File: config.mk
export PLATFORM = sky130hd
export DESIGN_NAME = divider_32by16_seq
export DESIGN_NICKNAME = d
export VERILOG_FILES = /design/src/rtl/divider_32by16_seq.sv
export SDC_FILE = /design/constraint.sdc
export NUM_CORES = 1
export LEC_CHECK = 0
export CAP_MARGIN = 20
export CORE_ASPECT_RATIO = 1.4
export CORE_MARGIN = 4
export CORE_UTILIZATION = 59
export CTS_CLUSTER_SIZE = 10
export DETAILED_ROUTE_END_ITERATION = 8
export GPL_ROUTABILITY_DRIVEN = 0
export GPL_TIMING_DRIVEN = 1
export PLACE_DENSITY_LB_ADDON = 0.05
export SETUP_SLACK_MARGIN = 0.1
export SLEW_MARGIN = 25
export SYNTH_ARGS = -nofsm -noshare
export SYNTH_HDL_FRONTEND = slang
export SYNTH_SLANG_ARGS = --single-unit
File: constraint.sdc
create_clock -name clk_i -period 3.55 [get_ports clk_i]
set_input_delay 1.065 -clock clk_i [delete_from_list [all_inputs] [get_ports clk_i]]
set_output_delay 1.065 -clock clk_i [all_outputs]
set_load 0.01 [all_outputs]
File: src/rtl/divider_32by16_seq.sv
// Sequential restoring divider: 2*DW-bit dividend / DW-bit divisor, one quotient bit per clock.
// Define DIV_OVF_CHECK_EN to build the quotient-overflow flag; otherwise ovf_o is tied low.
module divider_32by16_seq #(
  parameter int DW = 16
) (
  input  logic            clk_i,
  input  logic            rst_i,
  input  logic            start_i,
  input  logic [2*DW-1:0] n_i,
  input  logic [DW-1:0]   d_i,
  output logic            busy_o,
  output logic            done_o,
  output logic [2*DW-1:0] q_o,
  output logic [DW-1:0]   r_o,
  output logic            dbz_o,
  output logic            ovf_o
);

  localparam int CW = $clog2(2 * DW);

  typedef enum logic [1:0] {IDLE, RUN, FIN} state_t;

  state_t            state_q;
  logic [CW-1:0]     cnt_q;
  logic [DW-1:0]     pr_q;
  logic [2*DW-1:0]   nsh_q;
  logic [2*DW-1:0]   qsh_q;
  logic [DW-1:0]     d_q;
  logic              busy_q;
  logic              done_q;
  logic [2*DW-1:0]   q_q;
  logic [DW-1:0]     r_q;
  logic              dbz_q;

  logic [DW:0]       t_d;
  logic              ge_d;
  logic [DW-1:0]     pr_d;
  logic [2*DW-1:0]   qsh_d;

  // One restoring step. pr[DW] is always 0 after a step, so only DW bits are stored;
  // the DW-bit modular subtract is exact whenever t >= d.
  // NOTE: every always_comb output gets a value on every path, so no latch is inferred.
  always_comb begin
    t_d   = {pr_q, nsh_q[2*DW-1]};
    ge_d  = (t_d >= {1'b0, d_q});
    pr_d  = t_d[DW-1:0];
    if (ge_d) pr_d = t_d[DW-1:0] - d_q;
    qsh_d = {qsh_q[2*DW-2:0], ge_d};
  end

  // NOTE: sequential state uses non-blocking assignments only, so every register samples pre-edge values.
  always_ff @(posedge clk_i) begin
    if (rst_i) begin
      state_q <= IDLE;
      cnt_q   <= '0;
      pr_q    <= '0;
      nsh_q   <= '0;
      qsh_q   <= '0;
      d_q     <= '0;
      busy_q  <= 1'b0;
      done_q  <= 1'b0;
      q_q     <= '0;
      r_q     <= '0;
      dbz_q   <= 1'b0;
    end else begin
      case (state_q)
        RUN: begin
          pr_q  <= pr_d;
          nsh_q <= {nsh_q[2*DW-2:0], 1'b0};
          qsh_q <= qsh_d;
          if (cnt_q == '0) begin
            state_q <= FIN;
            busy_q  <= 1'b0;
            done_q  <= 1'b1;
            q_q     <= qsh_d;
            r_q     <= pr_d;
            dbz_q   <= 1'b0;
          end else begin
            cnt_q <= cnt_q - 1'b1;
          end
        end
        IDLE, FIN: begin
          // FIN accepts a new start exactly like IDLE, allowing back-to-back issue.
          state_q <= IDLE;
          busy_q  <= 1'b0;
          done_q  <= 1'b0;
          if (start_i) begin
            if (d_i != '0) begin
              state_q <= RUN;
              busy_q  <= 1'b1;
              cnt_q   <= CW'(2 * DW - 1);
              pr_q    <= '0;
              nsh_q   <= n_i;
              qsh_q   <= '0;
              d_q     <= d_i;
            end else begin
              state_q <= FIN;
              done_q  <= 1'b1;
              q_q     <= '1;
              r_q     <= n_i[DW-1:0];
              dbz_q   <= 1'b1;
            end
          end
        end
        default: begin
          state_q <= IDLE;
          busy_q  <= 1'b0;
          done_q  <= 1'b0;
        end
      endcase
    end
  end

`ifdef DIV_OVF_CHECK_EN
  logic ovf_q;

  // Flags a quotient wider than DW bits; a divide-by-zero quotient is all ones, so it flags too.
  always_ff @(posedge clk_i) begin
    if (rst_i) begin
      ovf_q <= 1'b0;
    end else if (state_q == RUN && cnt_q == '0) begin
      ovf_q <= |qsh_d[2*DW-1:DW];
    end else if (state_q != RUN && start_i && d_i == '0) begin
      ovf_q <= 1'b1;
    end
  end

  assign ovf_o = ovf_q;
`else
  assign ovf_o = 1'b0;
`endif

  assign busy_o = busy_q;
  assign done_o = done_q;
  assign q_o    = q_q;
  assign r_o    = r_q;
  assign dbz_o  = dbz_q;

endmodule
# Yosys cells after proc, flatten, opt, wreduce, memory -nomap -nowiden
# Cells that the tools add are included.
[word_totals]
rom_bits = 0
latchBits = 0
ram_bits = 0
mem_count = 0
output_inout_bits = 52
elab_cells = 67
ff_bits = 153
[op_classes]
shifts = 0
div = 0
addsub = 2
n_eq_ne = 7
reduce_logical = 9
muxes = 37
order_cmp = 1
n_mul = 0
n_bitwise = 0
[op_table]
columns = ["operator", "count"]
rows = [
  ["32-bit 2-to-1 mux", 5],
  ["32-bit one-hot mux with 2 select lines", 2],
  ["16-bit 2-to-1 mux", 6],
  ["16-bit one-hot mux with 2 select lines", 2],
  ["31-bit 2-to-1 mux", 2],
  ["31-bit one-hot mux with 2 select lines", 1],
  ["17-bit by 16-bit >= comparator with 1-bit output", 1],
  ["16-bit nonzero test", 1],
  ["16-bit subtractor", 1],
  ["5-bit 2-to-1 mux", 3],
  ["2-bit != test (second input constant)", 5],
  ["5-bit one-hot mux with 2 select lines", 1],
  ["1-bit 2-to-1 mux", 8],
  ["4-bit AND reduction", 2],
  ["2-bit 2-to-1 mux", 3],
  ["1-bit one-hot mux with 2 select lines", 3],
  ["3-bit AND reduction", 2],
  ["5-bit logical NOT", 1],
  ["5-bit by 1-bit subtractor with 5-bit output (second input constant)", 1],
  ["2-bit one-hot mux with 2 select lines", 1],
  ["2-bit by 1-bit == test with 1-bit output (second input constant)", 1],
  ["2-bit == test (second input constant)", 1],
  ["2-bit logical NOT", 1],
  ["2-bit nonzero test", 1],
  ["2-bit OR reduction", 1],
]

# Logic depth before layout (Yosys ltp)
[depth]
depth_word = 4
depth_mapped = 11

# Worst setup path after synthesis
# No wires, ideal clock.
[synth_path]
path_kind = "input to register"
startpoint = "input port d_i[2]"
endpoint = "register nsh_q[0]"
stages = 7
slack_ps = 967
t_arrival_ps = 2513
required_ps = 3480
n_path_buf = 2
path_cell_list = "nor4_1 and4_1 nand2b_1 clkbuf_1 buf_1 nand3_1 a21oi_1"
[synth_between]
elab_chain_len = 3
[synth_lines]
columns = ["item", "line", "source"]
rows = [
  ["from (decl)", "10", "input logic [DW-1:0] d_i,"],
  ["16-bit nonzero test", "88", "if (d_i != '0) begin"],
  ["2-bit != test (no line)", "n/a", ""],
  ["3-bit AND reduction (no line)", "n/a", ""],
  ["to (signal assigned)", "69", "nsh_q <= {nsh_q[2*DW-2:0], 1'b0};"],
  ["to (signal assigned)", "93", "nsh_q <= n_i;"],
  ["to (decl)", "26", "logic [2*DW-1:0] nsh_q;"],
]
# No other way between the ends.
# A chain may end at the register's enable or synchronous reset.

# Worst setup path in the final report
[layout_path]
startpoint = "register d_q[12]"
endpoint = "register r_q[13] (netlist: r_o[13])"
[layout_between]
elab_chain_len = 4
[layout_lines]
columns = ["item", "line", "source"]
rows = [
  ["from (decl)", "28", "logic [DW-1:0] d_q;"],
  ["from (signal assigned)", "95", "d_q <= d_i;"],
  ["16-bit subtractor / 17-bit by 16-bit >= comparator with 1-bit output (equally long branches)", "47, 45", ""],
  ["16-bit 2-to-1 mux *", "47", "if (ge_d) pr_d = t_d[DW-1:0] - d_q;"],
  ["16-bit 2-to-1 mux *", "71", "if (cnt_q == '0) begin"],
  ["16-bit one-hot mux with 2 select lines *", "66", "case (state_q)"],
  ["to (signal assigned)", "76", "r_q <= pr_d;"],
  ["to (signal assigned)", "100", "r_q <= n_i[DW-1:0];"],
  ["to (decl)", "32", "logic [DW-1:0] r_q;"],
]
# Every way passes the cells marked *; elsewhere a longest branch is shown, timed or not. The select of a mux whose other input is x is not followed.

==> key figures <==
Run status
  • Status: finished clean

Power
  • Worst VDD drop: 0.417 mV
  • P_leak: 3.33 nW
  • Pwr/cell area: 605 nW/um^2
  • Power after layout: 5.23 mW

STA
  • Setup TNS: 0 ns
  • Max Fclk: 324 MHz
  • Worst slew margin: 0.450
  • Final Cycle Share: 0.869
  • Setup Skew: 0.0133 ns
  • Min Tclk post-route: 3.08 ns
  • Slew Limit Fails: 0
  • Least-Margin Pin Slew: 0.819 ns
  • Final hold viol count: 0
  • RSZ-0062 raised after global routing: no
  • Final setup fails: 0

Synth
  • Mapped Cells: 854
  • Commonest cells post-synth: dfxtp_1 (151), nand2_1 (100), nor2_1 (88)
  • Syn nets: 924
  • Synth Flop Type: dfxtp_1
  • Synth Warn #: 0
  • Synth area leaders: dfxtp_1 (43%), mux2i_1 (5.6%), nand2_1 (5.4%)
  • Most numerous cell in the Yosys netlist: dfxtp_1
  • Library cells used by synthesis: 64
  • Syn avg cell area: 8.17 sq um
  • Post-synthesis async set-or-reset flop share: 0
  • Number of flops mapped to enable cells by yosys: 0
  • Mapped cell area: 6980 sq um
  • Synth Register Bits: 151
  • Cell taking the most area after synthesis: dfxtp_1
  • Seq/Total Area, Yosys: 0.433
  • Post-synth top area share: 0.433

Run
  • Max_cap viols: 0

Worst setup path
  • Critical Path RT: 3.86 ns
  • Worst EP arrival: 3.39 ns
  • Setup crit start kind: flop
  • Setup slack, reg-to-reg: 0.47 ns
  • Worst-path cell with the longest stage delay: o21ai_4
  • Crit path buf inv count: 1
  • Worst Path Max Fanout: 18
  • Crit path cell chain: inv_1 -> ha_1 -> nand4_1 -> nor4_1 -> a21oi_1 -> o31a_1 -> o21ai_4 -> a31oi_1 -> a221oi_1
  • Worst R2R Path Depth: 9
  • Reg2reg start: d_q[12]
  • Worst Setup SP: d_q[12]
  • Crit. End Element: flop
  • Critical Path Stages: 9
  • Delay-heaviest family, CP: compound AO/OA/AOI/OAI gates
  • CP max stage delay: 0.56 ns
  • Setup CP Type: flop to flop

Route
  • Antenna Nets Post-Route: 0
  • Drt first pass iters: 5
  • Starting DRC count in detailed routing: 465
  • Drt total wl: 18200 um
  • M1 WL: 7350 um
  • DRC Markers: 0
  • Vias/cell: 5.94
  • Total vias in the final route: 6429
  • Wire length per cell: 16.9 um
  • Metal3 WL: 1030 um
  • Top Layer Used: met4
  • Met2 wire length: 9510 um

Floorplanning
  • Initial Util: 0.609
  • Core area: 11500 sq um
  • Die width: 99.9 um
  • Die ar.: 13700 sq um
  • # rows: 46
  • Ports: 103
  • Die Y: 137 um

Cells and area
  • Share of layout cells above drive strength 1: 0.0650
  • Reg area: 3020 sq um
  • Area occupied by multi-input gates: 3610 sq um
  • Non-filler cells, final: 1082
  • Area delta synth->final: 23.8%
  • # fillers: 862
  • Diode count: 0
  • Final #Nets: 995
  • Finished Cell Area: 8640 sq um

Placement
  • Port Buf Inserts: 101
  • Number of instances in the placed design: 1050
  • Placed instance area: 8050 sq um
  • Dpl hpwl: 12900 um

Global routing
  • First-pass GRT wire length: 30100 um
  • Grt ovf: 0
  • Largest net degree at the start of global routing: 76
  • GRT Overall Usage: 0.273
  • Initial antenna violation count: 0
  • Number of global-route vias before repair: 6256

Clocking
  • PostCTS Resize Cnt: 0
  • Num Clock Sinks: 151
  • CTS buffer count: 17
  • CTS tree: done
  • Root Buffer: clkbuf_16
  • Setup bufs post-CTS: 0
  • Clock transition at path regs: 0.06 ns
  • Depth of the CTS H-tree: 4
  • CTS max path bufs: 2
  • Worst-skew pair later-pin latency: 0.42 ns
  • Hold_buf cts: 0

Worst hold path
  • HP Start: r_o[8]
  • Worst Hold Path Cells: 2
  • Hold Path Class: flop to flop
[cell usage in the layout (no fill, tap or decap), drive strengths merged, types with 37 or more instances in the layout]
| cell type | n |
|---|---|
| dfxtp | 151 |
| clkdlybuf4s50 | 100 |
| nand2 | 100 |
| nor2 | 88 |
| a21oi | 75 |
| nor3 | 71 |
| mux2i | 39 |
| inv | 39 |
| a211oi | 37 |
| nand3 | 37 |
[layer usage]
metal  up-vias  global-route usage
met2       196               0.484
met3        29              0.0566
met4         0              0.0843
met5         -                   0
met1      3040               0.328
li1       3164                   -
[flip-flops by register name, indices dropped and copies added (netlist names)]
signal / count
qsh_q: 31
cnt_q: 5
nsh_q: 32
pr_q: 16
state_q: 1
r_o: 16
q_o: 32
busy_o: 1
dbz_o: 1
d_q: 16
[per-stage QoR]
stage	hold WS [ns]	worst slack [ns]	util
finish	0.446	0.465	0.755
global route	0.465	0.385	0.755
CTS	0.447	0.530	0.754
detailed placement	0.438	0.221	0.703
global placement	0.433	0.373	0.703
floorplan	0.436	0.967	-
[power by group]
group / total, mW / switching, mW / internal, mW
Sequential: 1.91 / 0.0887 / 1.82
Clock: 1.80 / 0.785 / 1.02
Combinational: 1.51 / 0.903 / 0.609
Total: 5.23 / 1.78 / 3.45
[logic make-up after synthesis]
group,share of synthesized area
and+or+nand+nor,0.219
AOI/OAI and AO/OA,0.188
DFF,0.433
buffers and inverters,0.0516
muxes,0.0575
adders and majority gates,0.0351
xor gates and xnor gates,0.0151
other,0.000537
[path summary, 6_finish.rpt]
check             endpoint
setup / recovery   r_o[13]
hold / removal      r_o[8]
setup reg to reg   r_o[13]
hold reg to reg     r_o[8]
[area by class of cell]
class / count / share of cell area
Multi-Input combinational cell: 612 / 0.417
Clock buffer: 18 / 0.0508
Inverter: 30 / 0.0130
Timing Repair Buffer: 113 / 0.130
Sequential cell: 151 / 0.350
Clock inverter: 14 / 0.0180
Tap cell: 144 / 0.0208
[tightest hold or removal path: stages (launching register included)]
cell and delay [ns]:
dfxtp_1 0.31, nand2_1 0.05, o21ai_1 0.05
(Power assumes the default switching activity.)
